File: config.mk
export PLATFORM = sky130hd
export DESIGN_NAME = systolic_seq
export DESIGN_NICKNAME = d
export VERILOG_FILES = /design/src/rtl/systolic_pkg.sv /design/src/rtl/systolic_seq_skew_window.sv /design/src/rtl/systolic_seq.sv
export SDC_FILE = /design/constraint.sdc
export NUM_CORES = 1
export LEC_CHECK = 0
export BUFFER_PORTS_ARGS = -buffer_cell sky130_fd_sc_hd__buf_4
export CORE_UTILIZATION = 55
export CTS_BUF_LIST = sky130_fd_sc_hd__clkbuf_8
export DETAILED_ROUTE_END_ITERATION = 8
export GPL_TIMING_DRIVEN = 0
export PLACE_DENSITY_LB_ADDON = 0.05
export SLEW_MARGIN = 30
export SYNTH_ARGS = -nofsm -noshare
export SYNTH_HDL_FRONTEND = slang
export SYNTH_SLANG_ARGS = --single-unit
File: constraint.sdc
create_clock -name clk -period 7.6 [get_ports clk]
set_clock_uncertainty 0.15 [all_clocks]
set_input_delay 1.14 -clock clk [delete_from_list [all_inputs] [get_ports clk]]
set_output_delay 1.14 -clock clk [all_outputs]
set_load 0.01 [all_outputs]
File: src/rtl/systolic_pkg.sv
`default_nettype none
// +----------------------------------------------------------------------+
// | systolic_pkg : shared types and defaults for the systolic sequencer  |
// | Revision     : 1.0                                                   |
// +----------------------------------------------------------------------+
package systolic_pkg;

  localparam int DIM_DEFAULT = 8;
  localparam int BITS_AB     = 8;
  localparam int BITS_C      = 16;

  typedef enum logic [2:0] {
    ST_IDLE    = 3'd0,
    ST_LOAD_C  = 3'd1,
    ST_COMPUTE = 3'd2,
    ST_DRAIN   = 3'd3,
    ST_DONE    = 3'd4
  } state_e;

  // Two spare bits keep K + 2*DIM - 3 representable for the largest K and DIM.
  function automatic int step_width(input int kw);
    return kw + 2;
  endfunction

endpackage
`default_nettype wire

File: src/rtl/systolic_seq_skew_window.sv
`default_nettype none
// +----------------------------------------------------------------------+
// | skew_window : per-lane feed-valid mask for the skewed operand wave   |
// | Revision    : 1.0                                                    |
// +----------------------------------------------------------------------+
module skew_window #(
  parameter int DIM = 8,
  parameter int SW  = 10
) (
  input  logic           en_i,
  input  logic [SW-1:0]  step_i,
  input  logic [SW-1:0]  k_i,
  output logic [DIM-1:0] mask_o
);

  for (genvar r = 0; r < DIM; r++) begin : g_lane
    localparam logic [SW-1:0] c_LANE = SW'(r);
    // Lane r sees its operand stream from step r for exactly K steps.
    assign mask_o[r] = en_i && (step_i >= c_LANE) && ((step_i - c_LANE) < k_i);
  end

endmodule
`default_nettype wire

File: src/rtl/systolic_seq.sv
`default_nettype none
// +----------------------------------------------------------------------+
// | systolic_seq : pass sequencer for a DIM x DIM tpumac systolic array  |
// | Revision     : 1.0                                                   |
// +----------------------------------------------------------------------+
module systolic_seq
  import systolic_pkg::*;
#(
  parameter int DIM = DIM_DEFAULT,
  parameter int KW  = 8
) (
  input  logic                    clk,
  input  logic                    rst_n,
  input  logic                    start,
  input  logic                    abort,
  input  logic [KW-1:0]           cfg_k,
  output logic                    busy,
  output logic                    done,
  output logic                    arr_en,
  output logic                    arr_WrEn,
  output logic [$clog2(DIM)-1:0]  c_idx,
  output logic [KW+1:0]           step,
  output logic [DIM-1:0]          a_mask,
  output logic [DIM-1:0]          b_mask,
  output logic                    out_valid
);

  localparam int SW = step_width(KW);
  localparam int CW = $clog2(DIM);
  localparam logic [SW-1:0] c_ROW_LAST = SW'(DIM - 1);
  localparam logic [SW-1:0] c_SKEW     = SW'(2 * DIM - 3);
  localparam logic [CW-1:0] c_IDX_LAST = CW'(DIM - 1);

  state_e          state_q, state_d;
  logic [SW-1:0]   cnt_q, cnt_d;
  logic [KW-1:0]   k_q, k_d;
  logic [SW-1:0]   w_k_ext;
  logic [SW-1:0]   w_cmp_last;
  logic [SW-1:0]   w_step;
  logic            w_computing;

  assign w_k_ext     = SW'(k_q);
  assign w_cmp_last  = w_k_ext + c_SKEW;
  assign w_computing = (state_q == ST_COMPUTE);

  always_comb begin
    state_d = state_q;
    cnt_d   = cnt_q;
    k_d     = k_q;
    unique case (state_q)
      ST_IDLE: begin
        if (start) begin
          state_d = ST_LOAD_C;
          cnt_d   = '0;
          k_d     = cfg_k;
        end
      end
      ST_LOAD_C: begin
        if (cnt_q == c_ROW_LAST) begin
          cnt_d   = '0;
          state_d = (k_q != '0) ? ST_COMPUTE : ST_DRAIN;
        end else begin
          cnt_d = cnt_q + SW'(1);
        end
      end
      ST_COMPUTE: begin
        if (cnt_q == w_cmp_last) begin
          cnt_d   = '0;
          state_d = ST_DRAIN;
        end else begin
          cnt_d = cnt_q + SW'(1);
        end
      end
      ST_DRAIN: begin
        if (cnt_q == c_ROW_LAST) begin
          cnt_d   = '0;
          state_d = ST_DONE;
        end else begin
          cnt_d = cnt_q + SW'(1);
        end
      end
      ST_DONE: state_d = ST_IDLE;
      default: begin
        state_d = ST_IDLE;
        cnt_d   = '0;
      end
    endcase
    // Abort overrides every transition, including the last cycle of a phase.
    if (abort && (state_q != ST_IDLE)) begin
      state_d = ST_IDLE;
      cnt_d   = '0;
    end
  end

  always_ff @(posedge clk or negedge rst_n) begin
    if (!rst_n) begin
      state_q <= ST_IDLE;
      cnt_q   <= '0;
      k_q     <= '0;
    end else begin
      state_q <= state_d;
      cnt_q   <= cnt_d;
      k_q     <= k_d;
    end
  end

  assign w_step    = w_computing ? cnt_q : '0;
  assign step      = w_step;
  assign busy      = (state_q != ST_IDLE);
  assign done      = (state_q == ST_DONE);
  assign arr_en    = (state_q == ST_LOAD_C) || w_computing || (state_q == ST_DRAIN);
  assign arr_WrEn  = (state_q == ST_LOAD_C) || (state_q == ST_DRAIN);
  assign out_valid = (state_q == ST_DRAIN);

  always_comb begin
    c_idx = '0;
    if (state_q == ST_LOAD_C) begin
      c_idx = cnt_q[CW-1:0];
    end else if (state_q == ST_DRAIN) begin
      c_idx = c_IDX_LAST - cnt_q[CW-1:0];
    end
  end

  skew_window #(.DIM(DIM), .SW(SW)) u_a_win (
    .en_i   (w_computing),
    .step_i (w_step),
    .k_i    (w_k_ext),
    .mask_o (a_mask)
  );

  skew_window #(.DIM(DIM), .SW(SW)) u_b_win (
    .en_i   (w_computing),
    .step_i (w_step),
    .k_i    (w_k_ext),
    .mask_o (b_mask)
  );

endmodule
`default_nettype wire

==> impl_metrics.env <==
export IMPL_p_leak_nw=2.01
export IMPL_power_density_nw_per_um2=213
export IMPL_totalWireLength_um=12300
export IMPL_via_per_inst=6.51
export IMPL_syn2layout_area_growth_pct=12.6
export IMPL_drc_errors=0
export IMPL_ys_types=61
export IMPL_critPathRequiredTime_ps=6310
export IMPL_vias=4249
export IMPL_hold_viol_final=0
export IMPL_cap_violations=0
export IMPL_dpl_hpwl_um=9200
export IMPL_final_net_count=649
export IMPL_r2r_cells=8
export IMPL_grt_pass1_vias=3875
export IMPL_cp_startpoint="state_q[2]"
export IMPL_multiInputGateArea_um2=2950
export IMPL_synth_edf_count=0
export IMPL_holdPathStages=3
export IMPL_fillerInstances=594
export IMPL_io_buffers=45
export IMPL_ctsHtreeMaxLevel=1
export IMPL_ff_latch_area_um2=526
export IMPL_synth_main_ff_cell="dfrtp_1"
export IMPL_io_pins=46
export IMPL_critPathLaunchType="register"
export IMPL_drtPass1Iterations=5
export IMPL_r2r_start="state_q[0]"
export IMPL_hold_buffers=0
export IMPL_r2r_end="cnt_q[6]"
export IMPL_cts_num_sinks=21
export IMPL_yosysWarnings=0
export IMPL_chipWidth_um=85.1
export IMPL_postSynthAreaPerCell_um2=7.22
export IMPL_initial_core_util=0.585
export IMPL_cts_buffers=3
export IMPL_cp_max_fo=10
export IMPL_synth_area_um2=3800
export IMPL_place_congestion=0.973
export IMPL_slew_headroom=0.363
export IMPL_antennaDiodeCount=0
export IMPL_clockBufferDepth=2
export IMPL_worstHoldStart="cnt_q[1]"
export IMPL_hp_class="register to register"
export IMPL_tritoncts="done"
export IMPL_async_flop_share=1.00
export IMPL_rrSetupSlack_ps=4980
export IMPL_status="complete, no violations"
export IMPL_ctsResizeCount=0
export IMPL_fmax_mhz=158
export IMPL_holdPathEnd="cnt_q[1]"
export IMPL_dieHeight_um=85.1
export IMPL_grt_pass1_wl_um=19700
export IMPL_hold_ws_ps=540
export IMPL_clk_latency_ps=270
export IMPL_synth_seq_area_share=0.138
export IMPL_finalMaxSlewViolations=0
export IMPL_setup_viol=0
export IMPL_period_share=0.832
export IMPL_worst_slew_pin_transition_ps=948
export IMPL_setup_tns_ps=0
export IMPL_rsz0062_at_grt="false"
export IMPL_root_buffer="clkbuf_8"
export IMPL_antenna_found_initial=0
export IMPL_synth_seq_cells=21
export IMPL_cp_end_kind="primary output"
export IMPL_layout_common_cells="nand2_1 (63), ha_1 (60), buf_4 (53)"
export IMPL_peakVddDrop_mv=0.143
export IMPL_first_iter_violations=447
export IMPL_min_period_ps=6320
export IMPL_netlist_instances=527
export IMPL_syn_nets=599
export IMPL_path_class="register to primary output"
export IMPL_cts_setup_buffers=0
export IMPL_cp_arrival_ps=5030
export IMPL_wl_per_cell_um=18.8
export IMPL_dieArea_um2=7250
export IMPL_core_um2=6490
export IMPL_track_usage=0.347
export IMPL_grt_ovfl_total=0
export IMPL_drive_gt1_frac=0.128
export IMPL_path_clk_slew_ps=80
export IMPL_grt_max_degree=22
export IMPL_layout_commonest_cell="nand2_1"
export IMPL_row_count=29
export IMPL_totalPowerFinal_uw=914
export IMPL_ant_nets=0
==> logic make-up after synthesis <==
group	count (synthesis)	synth area share
AND/OR/NAND/NOR	190	0.252
XOR/XNOR	35	0.0806
adder cells (fa/ha/maj)	61	0.200
flip-flops	21	0.138
AO/OA/AOI/OAI	146	0.244
buffers and inverters	74	0.0852
==> worst max-delay path: stages, from the launching register on <==
cell and delay [ps]:
dfrtp_1 380, clkbuf_1 220, nor3b_1 310, buf_2 320, clkbuf_1 430, clkbuf_1 480
nand2_1 280, inv_1 180, ha_1 270, a2111oi_0 140, o21ai_0 220, ha_1 270
a21o_1 180, a2111oi_0 400, nand2_1 90, a41oi_1 300, buf_4 170, buf_4 100
==> cell usage after synthesis, types with 2 or more instances <==
cell        n  area share
a2111oi_0   3      0.0069
a211oi_1    5      0.0099
a21o_1      7       0.014
a21oi_1    38       0.050
a221oi_1    2      0.0046
a22o_1      2      0.0046
a31oi_1     5      0.0082
a32oi_1     2      0.0046
a41oi_1     3      0.0069
and2_1      8       0.013
and3_1     16       0.026
buf_1       6      0.0059
buf_2       6      0.0079
buf_4       8       0.016
clkbuf_1   23       0.023
dfrtp_1    21        0.14
ha_1       60        0.20
inv_1      29       0.029
nand2_1    63       0.062
nand2b_1    4      0.0066
nand3_1    24       0.032
nand4_1     3      0.0049
nor2_1     33       0.033
nor2b_1     7       0.012
nor3_1      9       0.012
nor3b_1     4      0.0079
nor4_1      4      0.0066
o2111ai_1   7       0.016
o21a_1      2      0.0039
o21ai_0    49       0.064
o311ai_1    4      0.0092
o31ai_1     4      0.0079
o32ai_1     2      0.0046
or2_2       3      0.0049
or3_1       2      0.0033
xnor2_1    22       0.051
xor2_1     13       0.030
==> area by class of cell <==
| cell class | instances | share of cell area |
|---|---|---|
| Buffer | 45 | 0.0503 |
| Clock buffer | 3 | 0.00964 |
| Clock inverter | 1 | 0.000877 |
| Inverter | 29 | 0.0254 |
| Multi-Input combinational cell | 432 | 0.690 |
| Sequential cell | 21 | 0.123 |
| Tap cell | 77 | 0.0225 |
| Timing Repair Buffer | 45 | 0.0789 |
==> worst max path at each step <==
| stage | slack, ps | depth (start not counted) | endpoint |
|---|---|---|---|
| floorplan | 2640 | 16 | b_mask[7] |
| global placement | 1840 | 17 | b_mask[7] |
| detailed placement | 1740 | 17 | b_mask[7] |
| CTS | 1440 | 17 | b_mask[7] |
| global route | 960 | 17 | b_mask[7] |
| finish | 1280 | 17 | b_mask[7] |
==> layer usage <==
metal	vias up	GRT usage	part of all wire
li1	1981	-	-
met1	1980	0.470	0.42
met2	259	0.556	0.45
met3	29	0.0671	0.11
met4	0	0.111	0.020
met5	-	0	0
==> state kept, by name, indices dropped and copies added, names as in the netlist <==
| register | flops |
|---|---|
| state_q | 3 |
| cnt_q | 10 |
| k_q | 8 |
==> report_power, final <==
group	switching, mW	leakage (nW)	internal (mW)
Sequential	0.0234	0.277	0.139
Clock	0.0401	0.0269	0.0362
Combinational	0.424	1.71	0.252
Total	0.487	2.01	0.427
==> stage by stage <==
stage / cell area, um^2 / cells / utilization / setup WS [ps]
CTS: 4280 / 653 / 0.659 / 1440
finish: 4280 / 653 / 0.659 / 1280
global placement: 4240 / 649 / 0.652 / 1840
global route: 4280 / 653 / 0.659 / 961
floorplan: 3800 / 527 / - / 2640
detailed placement: 4240 / 649 / 0.652 / 1740
No activity file was read; power rests on OpenSTA's default activity.
